===== src/rtl/delay_scan_ctrl.sv =====
// Sync-edge-synchronous delay sweep sequencer: steps del_out through n_points, n_avg shots each.
// Optional macro SCAN_DEC_EN adds a dir input selecting a saturating decrementing sweep.
module delay_scan_ctrl #(
  parameter int unsigned DW = 16,
  parameter int unsigned CW = 16
) (
  input  logic          clk,
  input  logic          reset,
  input  logic          start,
  input  logic          abort,
  input  logic [DW-1:0] base_del,
  input  logic [DW-1:0] step_del,
  input  logic [CW-1:0] n_points,
  input  logic [CW-1:0] n_avg,
  input  logic          sync_in,
`ifdef SCAN_DEC_EN
  input  logic          dir,
`endif
  output logic [DW-1:0] del_out,
  output logic [CW-1:0] point_idx,
  output logic [CW-1:0] shot_cnt,
  output logic          upd,
  output logic          busy,
  output logic          done
);

  typedef enum logic [1:0] {S_IDLE, S_ARM, S_RUN, S_DONE} state_t;

  state_t        state_q, state_d;
  logic          sync_q;
  logic          sync_e;
  logic [DW-1:0] step_q, step_d;
  logic [CW-1:0] pt_lim_q, pt_lim_d;
  logic [CW-1:0] avg_lim_q, avg_lim_d;
  logic          dec_q, dec_d;
  logic [DW-1:0] del_d;
  logic [CW-1:0] point_d, shot_d;
  logic          upd_d, busy_d, done_d;
  logic [DW:0]   sum;
  logic [DW-1:0] inc_del, dec_del, next_del;
  logic          last_shot, last_point;

  assign sync_e     = sync_in & ~sync_q;
  assign last_shot  = (shot_cnt >= avg_lim_q);
  assign last_point = (point_idx >= pt_lim_q);

  // Saturating step in either direction
  assign sum      = {1'b0, del_out} + {1'b0, step_q};
  assign inc_del  = sum[DW] ? {DW{1'b1}} : sum[DW-1:0];
  assign dec_del  = (step_q > del_out) ? DW'(0) : DW'(del_out - step_q);
  assign next_del = dec_q ? dec_del : inc_del;

  always_ff @(posedge clk or posedge reset) begin
    if (reset) state_q <= S_IDLE;
    else       state_q <= state_d;
  end

  always_comb begin
    state_d = state_q;
    unique case (state_q)
      S_IDLE:  if (start) state_d = S_ARM;
      S_ARM:   if (sync_e) state_d = S_RUN;
      S_RUN:   if (sync_e && last_shot && last_point) state_d = S_DONE;
      S_DONE:  state_d = S_IDLE;
      default: state_d = S_IDLE;
    endcase
    if (abort) state_d = S_IDLE;
  end

  // Next values of registered outputs and latched scan configuration
  always_comb begin
    del_d     = del_out;
    point_d   = point_idx;
    shot_d    = shot_cnt;
    upd_d     = 1'b0;
    done_d    = 1'b0;
    step_d    = step_q;
    pt_lim_d  = pt_lim_q;
    avg_lim_d = avg_lim_q;
    dec_d     = dec_q;
    busy_d    = (state_d == S_ARM) || (state_d == S_RUN);
    if (!abort) begin
      unique case (state_q)
        S_IDLE: if (start) begin
          step_d    = step_del;
          pt_lim_d  = (n_points == CW'(0)) ? CW'(0) : CW'(n_points - CW'(1));
          avg_lim_d = (n_avg == CW'(0)) ? CW'(0) : CW'(n_avg - CW'(1));
`ifdef SCAN_DEC_EN
          dec_d     = dir;
`else
          dec_d     = 1'b0;
`endif
          del_d     = base_del;
          point_d   = CW'(0);
          shot_d    = CW'(0);
          upd_d     = 1'b1;
        end
        S_RUN: if (sync_e) begin
          if (!last_shot) begin
            shot_d = CW'(shot_cnt + CW'(1));
          end else if (!last_point) begin
            shot_d  = CW'(0);
            point_d = CW'(point_idx + CW'(1));
            del_d   = next_del;
            upd_d   = 1'b1;
          end else begin
            done_d = 1'b1;
          end
        end
        default: ;
      endcase
    end
  end

  always_ff @(posedge clk or posedge reset) begin
    if (reset) begin
      sync_q    <= 1'b0;
      step_q    <= '0;
      pt_lim_q  <= '0;
      avg_lim_q <= '0;
      dec_q     <= 1'b0;
      del_out   <= '0;
      point_idx <= '0;
      shot_cnt  <= '0;
      upd       <= 1'b0;
      busy      <= 1'b0;
      done      <= 1'b0;
    end else begin
      sync_q    <= sync_in;
      step_q    <= step_d;
      pt_lim_q  <= pt_lim_d;
      avg_lim_q <= avg_lim_d;
      dec_q     <= dec_d;
      del_out   <= del_d;
      point_idx <= point_d;
      shot_cnt  <= shot_d;
      upd       <= upd_d;
      busy      <= busy_d;
      done      <= done_d;
    end
  end

endmodule


===== config.mk =====
export PLATFORM = sky130hd
export DESIGN_NAME = delay_scan_ctrl
export DESIGN_NICKNAME = d
export VERILOG_FILES = /design/src/rtl/delay_scan_ctrl.sv
export SDC_FILE = /design/constraint.sdc
export NUM_CORES = 1
export LEC_CHECK = 0
export CAP_MARGIN = 20
export CORE_MARGIN = 4
export CORE_UTILIZATION = 55
export DETAILED_ROUTE_END_ITERATION = 16
export PLACE_DENSITY = 0.89
export SYNTH_ARGS = -nofsm -noshare
export SYNTH_HDL_FRONTEND = slang
export SYNTH_SLANG_ARGS = --single-unit

===== constraint.sdc =====
create_clock -name clk -period 5.5 [get_ports clk]
set_input_delay 1.1 -clock clk [delete_from_list [all_inputs] [get_ports clk]]
set_output_delay 1.1 -clock clk [all_outputs]
set_load 0.02 [all_outputs]

## Word level (Yosys, flattened, before mapping)

Cells that the tools add are included.

- Add/sub/neg operators: 5
- Multiply operators: 0
- Divide/modulo/power cells: 0
- Order comparisons: 2
- Equal/unequal tests: 10
- Shift operators: 0
- Mux-type cells: 33
- Bitwise gates (word level): 3
- Reduce and logical (&&, ||, !) cells: 10

Operator list:

| kind | count |
|---|---|
| 2-to-1 mux 16 bit | 14 |
| one-hot mux 16 bit (2 select lines) | 3 |
| adder 16 x 1 -> 16 bit (second input constant) | 2 |
| greater-or-equal comparator 16 bit | 2 |
| zero test 16 bit | 2 |
| subtractor 16 x 1 -> 16 bit (second input constant) | 2 |
| adder 16 x 16 -> 17 bit | 1 |
| 2-to-1 mux 1 bit | 10 |
| 2-to-1 mux 2 bit | 4 |
| != test 2 bit (second input constant) | 4 |
| one-hot mux 2 bit (4 select lines) | 1 |
| == test 2 bit (second input constant) | 3 |
| AND reduction 6 bit | 1 |
| AND reduction 5 bit | 1 |
| == test 2 x 1 -> 1 bit (second input constant) | 2 |
| != test 3 bit (second input constant) | 1 |
| AND reduction 3 bit | 1 |
| logical AND 1 bit | 2 |
| zero test 2 bit | 1 |
| inverter 1 bit | 2 |
| one-hot mux 1 bit (2 select lines) | 1 |
| nonzero test 2 bit | 1 |
| AND 1 bit | 1 |
| logical OR 1 bit | 1 |

- Register bits: 102
- Bits in latches: 0
- Bits in writable memories: 0
- Bits in read-only memories: 0
- Input bits: 69
- Output and inout port bits: 51
- Word-level logic and storage cells: 74
- Memories kept: 0

## Depth between registers and ports, before layout

- Depth in word-level cells: 9
- Depth in mapped cells: 12
- Depth with buffers taken out: 11

## Worst setup path after synthesis

Ideal clock, no wire load.

- Path kind: input port to flip-flop
- Start point: input sync_in
- End point: register point_idx[15]
- Library setup time: 0.075 ns
- Arrival: 3.025 ns
- Required time: 5.425 ns
- Setup slack: 2.401 ns
- Stages on the path: 9
- Path buffers: 2
- Cells stage by stage: and2b_1 -> mux2i_1 -> or3_1 -> buf_2 -> nor3_4 -> nand3_2 -> buf_2 -> or4_4 -> a21oi_2

- Word-level cells in the longest chain between the ends: 3

Ends and longest elaborated chain:

| item | line | text |
|---|---|---|
| from (decl) | 15 | `input logic sync_in,` |
| AND 1 bit | 43 | `assign sync_e = sync_in & ~sync_q;` |
| != test 2 bit (no source line) | -- |  |
| AND reduction 6 bit (no source line) | -- |  |
| to (signal assigned) | 135 | `point_idx <= point_d;` |
| to (decl) | 20 | `output logic [CW-1:0] point_idx,` |

Every way passes these cells.
A chain may end at the register's enable or synchronous reset.

## Worst setup path after layout

Same ends and word-level chain as after synthesis.

==> impl_metrics.json <==
{
  "status": "finished clean",
  "worstReg2RegStart": "point_idx[7]$_DFFE_PP0P_",
  "core_area_um2": 11000,
  "clock_sinks": 102,
  "syn-num-nets": 846,
  "crit_fanout": 12,
  "routed_via_density": 5.97,
  "synth_flop_cell": "dfrtp_1",
  "boundaryPins": 120,
  "skew_ps": 4.03,
  "track_usage": 0.256,
  "syn2layout_area_growth_pct": 25.3,
  "place.gp.congestion": 0.996,
  "async_flop_share": 1.00,
  "fin_setup_tns_ps": 0,
  "drt_iter0_drc": 375,
  "tightestPinTransition_ps": 1020,
  "fp.dieH_um": 115,
  "dp.final_hpwl_um": 12400,
  "fp.dieArea_um2": 13300,
  "post-cts-setup-buffers": 0,
  "cp-endpoint": "point_idx[15]$_DFFE_PP0P_",
  "final_hold_viol_count": 0,
  "p_per_area_nw_per_um2": 279,
  "drt_wl_total_um": 16500,
  "slew_viol_final": 0,
  "synth_seq_cells": 102,
  "start_util": 0.573,
  "cts_tree": "done",
  "total_power_w": 0.00221,
  "maxCapViolCount": 0,
  "rows": 38,
  "rsz0062_at_grt": "false",
  "slew_headroom": 0.317,
  "die_w_um": 115,
  "nets": 954,
  "ff2ff_path_depth": 9,
  "clkSlewWorstSetupHoldPaths_ps": 60,
  "netlist_area_um2": 6320,
  "ctsResizeCount": 0,
  "cts_buffer_depth": 2,
  "antenna_found_initial": 0,
  "layout-drive-gt1-share": 0.0346,
  "vias": 5837,
  "io_buffer_count": 119,
  "synthCells": 724,
  "grt_pass1_wl_um": 27500,
  "diodes": 0,
  "cts-root-buf": "clkbuf_16",
  "end_kind": "register",
  "fillers": 815,
  "synth.distinct_cells": 54,
  "ir_worst_vdd_mv": 0.168,
  "grt_max_degree": 71,
  "fin_crit_sh": 0.650,
  "synth-edff-count": 0,
  "path_class": "primary input to register",
  "setup_viol": 0,
  "p_leak_nw": 3.50,
  "synth_warnings": 0,
  "drc": 0,
  "hold_buffers": 0,
  "worstPathArrival_ps": 3840,
  "drtPass1Iterations": 5,
  "hold_class": "register to register",
  "required_ps": 5770,
  "r2r-end": "shot_cnt[15]$_DFFE_PP0P_",
  "cts_buffers": 9,
  "startpoint": "sync_in",
  "start_kind": "primary input",
  "grt_overflow": 0,
  "htree_levels": 3,
  "r2r_setup_slack_ps": 2210,
  "final_cell_mix": "119 x clkdlybuf4s50_1, 109 x nand2_1, 102 x dfrtp_1, 52 x ha_1, 51 x nor2_1",
  "clkLatencyLatePin_ps": 340,
  "final_common_cell": "clkdlybuf4s50_1",
  "ys_seq_area_frac": 0.404,
  "fmax_ghz": 0.280,
  "synth_area_per_cell_um2": 8.73,
  "drtAntennaViolNets": 0,
  "grt_pass1_vias": 5895,
  "fin_crit_ps": 3570,
  "wire_per_inst_um": 16.9
}
[worst max-delay path, cell delays in order]
cell	delay, ps
clkdlybuf4s50_1	510
and2b_1	210
mux2i_1	110
or3_1	460
nor3_4	430
nand3_2	290
or4_4	590
a21oi_2	140
[how the worst min path moves through the flow]
| stage | from | end | slack [ps] | cells after the start |
|---|---|---|---|---|
| after floorplan | step_q[0]$_DFFE_PP0P_ | step_q[0]$_DFFE_PP0P_ | 450 | 2 |
| after global placement | step_q[13]$_DFFE_PP0P_ | step_q[13]$_DFFE_PP0P_ | 460 | 2 |
| after detailed placement | step_q[8]$_DFFE_PP0P_ | step_q[8]$_DFFE_PP0P_ | 470 | 2 |
| after CTS | step_q[0]$_DFFE_PP0P_ | step_q[0]$_DFFE_PP0P_ | 490 | 2 |
| after global routing | pt_lim_q[14]$_DFFE_PP0P_ | pt_lim_q[14]$_DFFE_PP0P_ | 520 | 2 |
| final | step_q[0]$_DFFE_PP0P_ | step_q[0]$_DFFE_PP0P_ | 490 | 2 |
[state kept, by name (all words and copies together), names as in the netlist]
signal	count
pt_lim_q	16
del_out	16
upd	1
sync_q	1
avg_lim_q	16
done	1
busy	1
step_q	16
point_idx	16
state_q	2
shot_cnt	16
[cells by family (layout without fill, tap and decap cells)]
logic type,after synthesis,after routing,synth area share
xor+xnor,46,46,0.0638
fa+ha+maj,53,53,0.106
buf+inv,75,188,0.0450
simple gates,273,273,0.208
mux,2,2,0.00317
compound gates,173,173,0.170
flops,102,102,0.404
[cells in the mapped netlist, drive strengths merged (5+ instances only)]
master | n | area share
xor2 | 23 | 0.032
and2 | 6 | 0.0059
clkbuf | 22 | 0.013
ha | 52 | 0.10
or3 | 14 | 0.014
o2111ai | 5 | 0.0069
nor4 | 7 | 0.0069
o21ai | 46 | 0.036
or4 | 11 | 0.014
nor3 | 17 | 0.015
o22ai | 39 | 0.039
a21o | 7 | 0.0083
nand2b | 8 | 0.0079
xnor2 | 23 | 0.032
o31ai | 9 | 0.011
nand3 | 18 | 0.015
nand4 | 13 | 0.013
dfrtp | 102 | 0.40
a21oi | 36 | 0.030
o211ai | 8 | 0.0095
nor2b | 7 | 0.0069
inv | 49 | 0.029
nor2 | 51 | 0.030
nand2 | 109 | 0.065
[area by class of cell]
cell class / instances / area [um^2] / area share
Tap cell: 140 / 175 / 0.0221
Clock buffer: 16 / 282 / 0.0356
Inverter: 49 / 186 / 0.0235
Timing Repair Buffer: 123 / 1230 / 0.155
Sequential cell: 102 / 2550 / 0.322
Multi-Input combinational cell: 547 / 3490 / 0.441
[per-layer routing]
| metal | vias up | part of all wire | global-route usage |
|---|---|---|---|
| met4 | 0 | 0.035 | 0.123 |
| li1 | 2791 | - | - |
| met1 | 2761 | 0.40 | 0.317 |
| met2 | 234 | 0.49 | 0.430 |
| met3 | 51 | 0.076 | 0.0521 |
| met5 | - | 0 | 0 |
[metrics by stage]
step           hold slack [ps]  setup WS [ps]  utilization  cell area, um^2  std cells
2_1_floorplan              450           1720            -             6320        724
3_3_place_gp               463           1200        0.691             7620        960
3_5_place_dp               472           1060        0.691             7620        960
4_1_cts                    490           1440        0.716             7900        976
5_1_grt                    519           1780        0.718             7920        977
6_report                   486           1930        0.718             7920        977
[power breakdown]
part           total, W  internal (W)  switching, W
Combinational  0.000700      0.000315      0.000384
Clock          0.000606      0.000345      0.000261
Sequential     0.000905      0.000847     0.0000579
Total           0.00221       0.00151      0.000703
(Power assumes the default switching activity.)
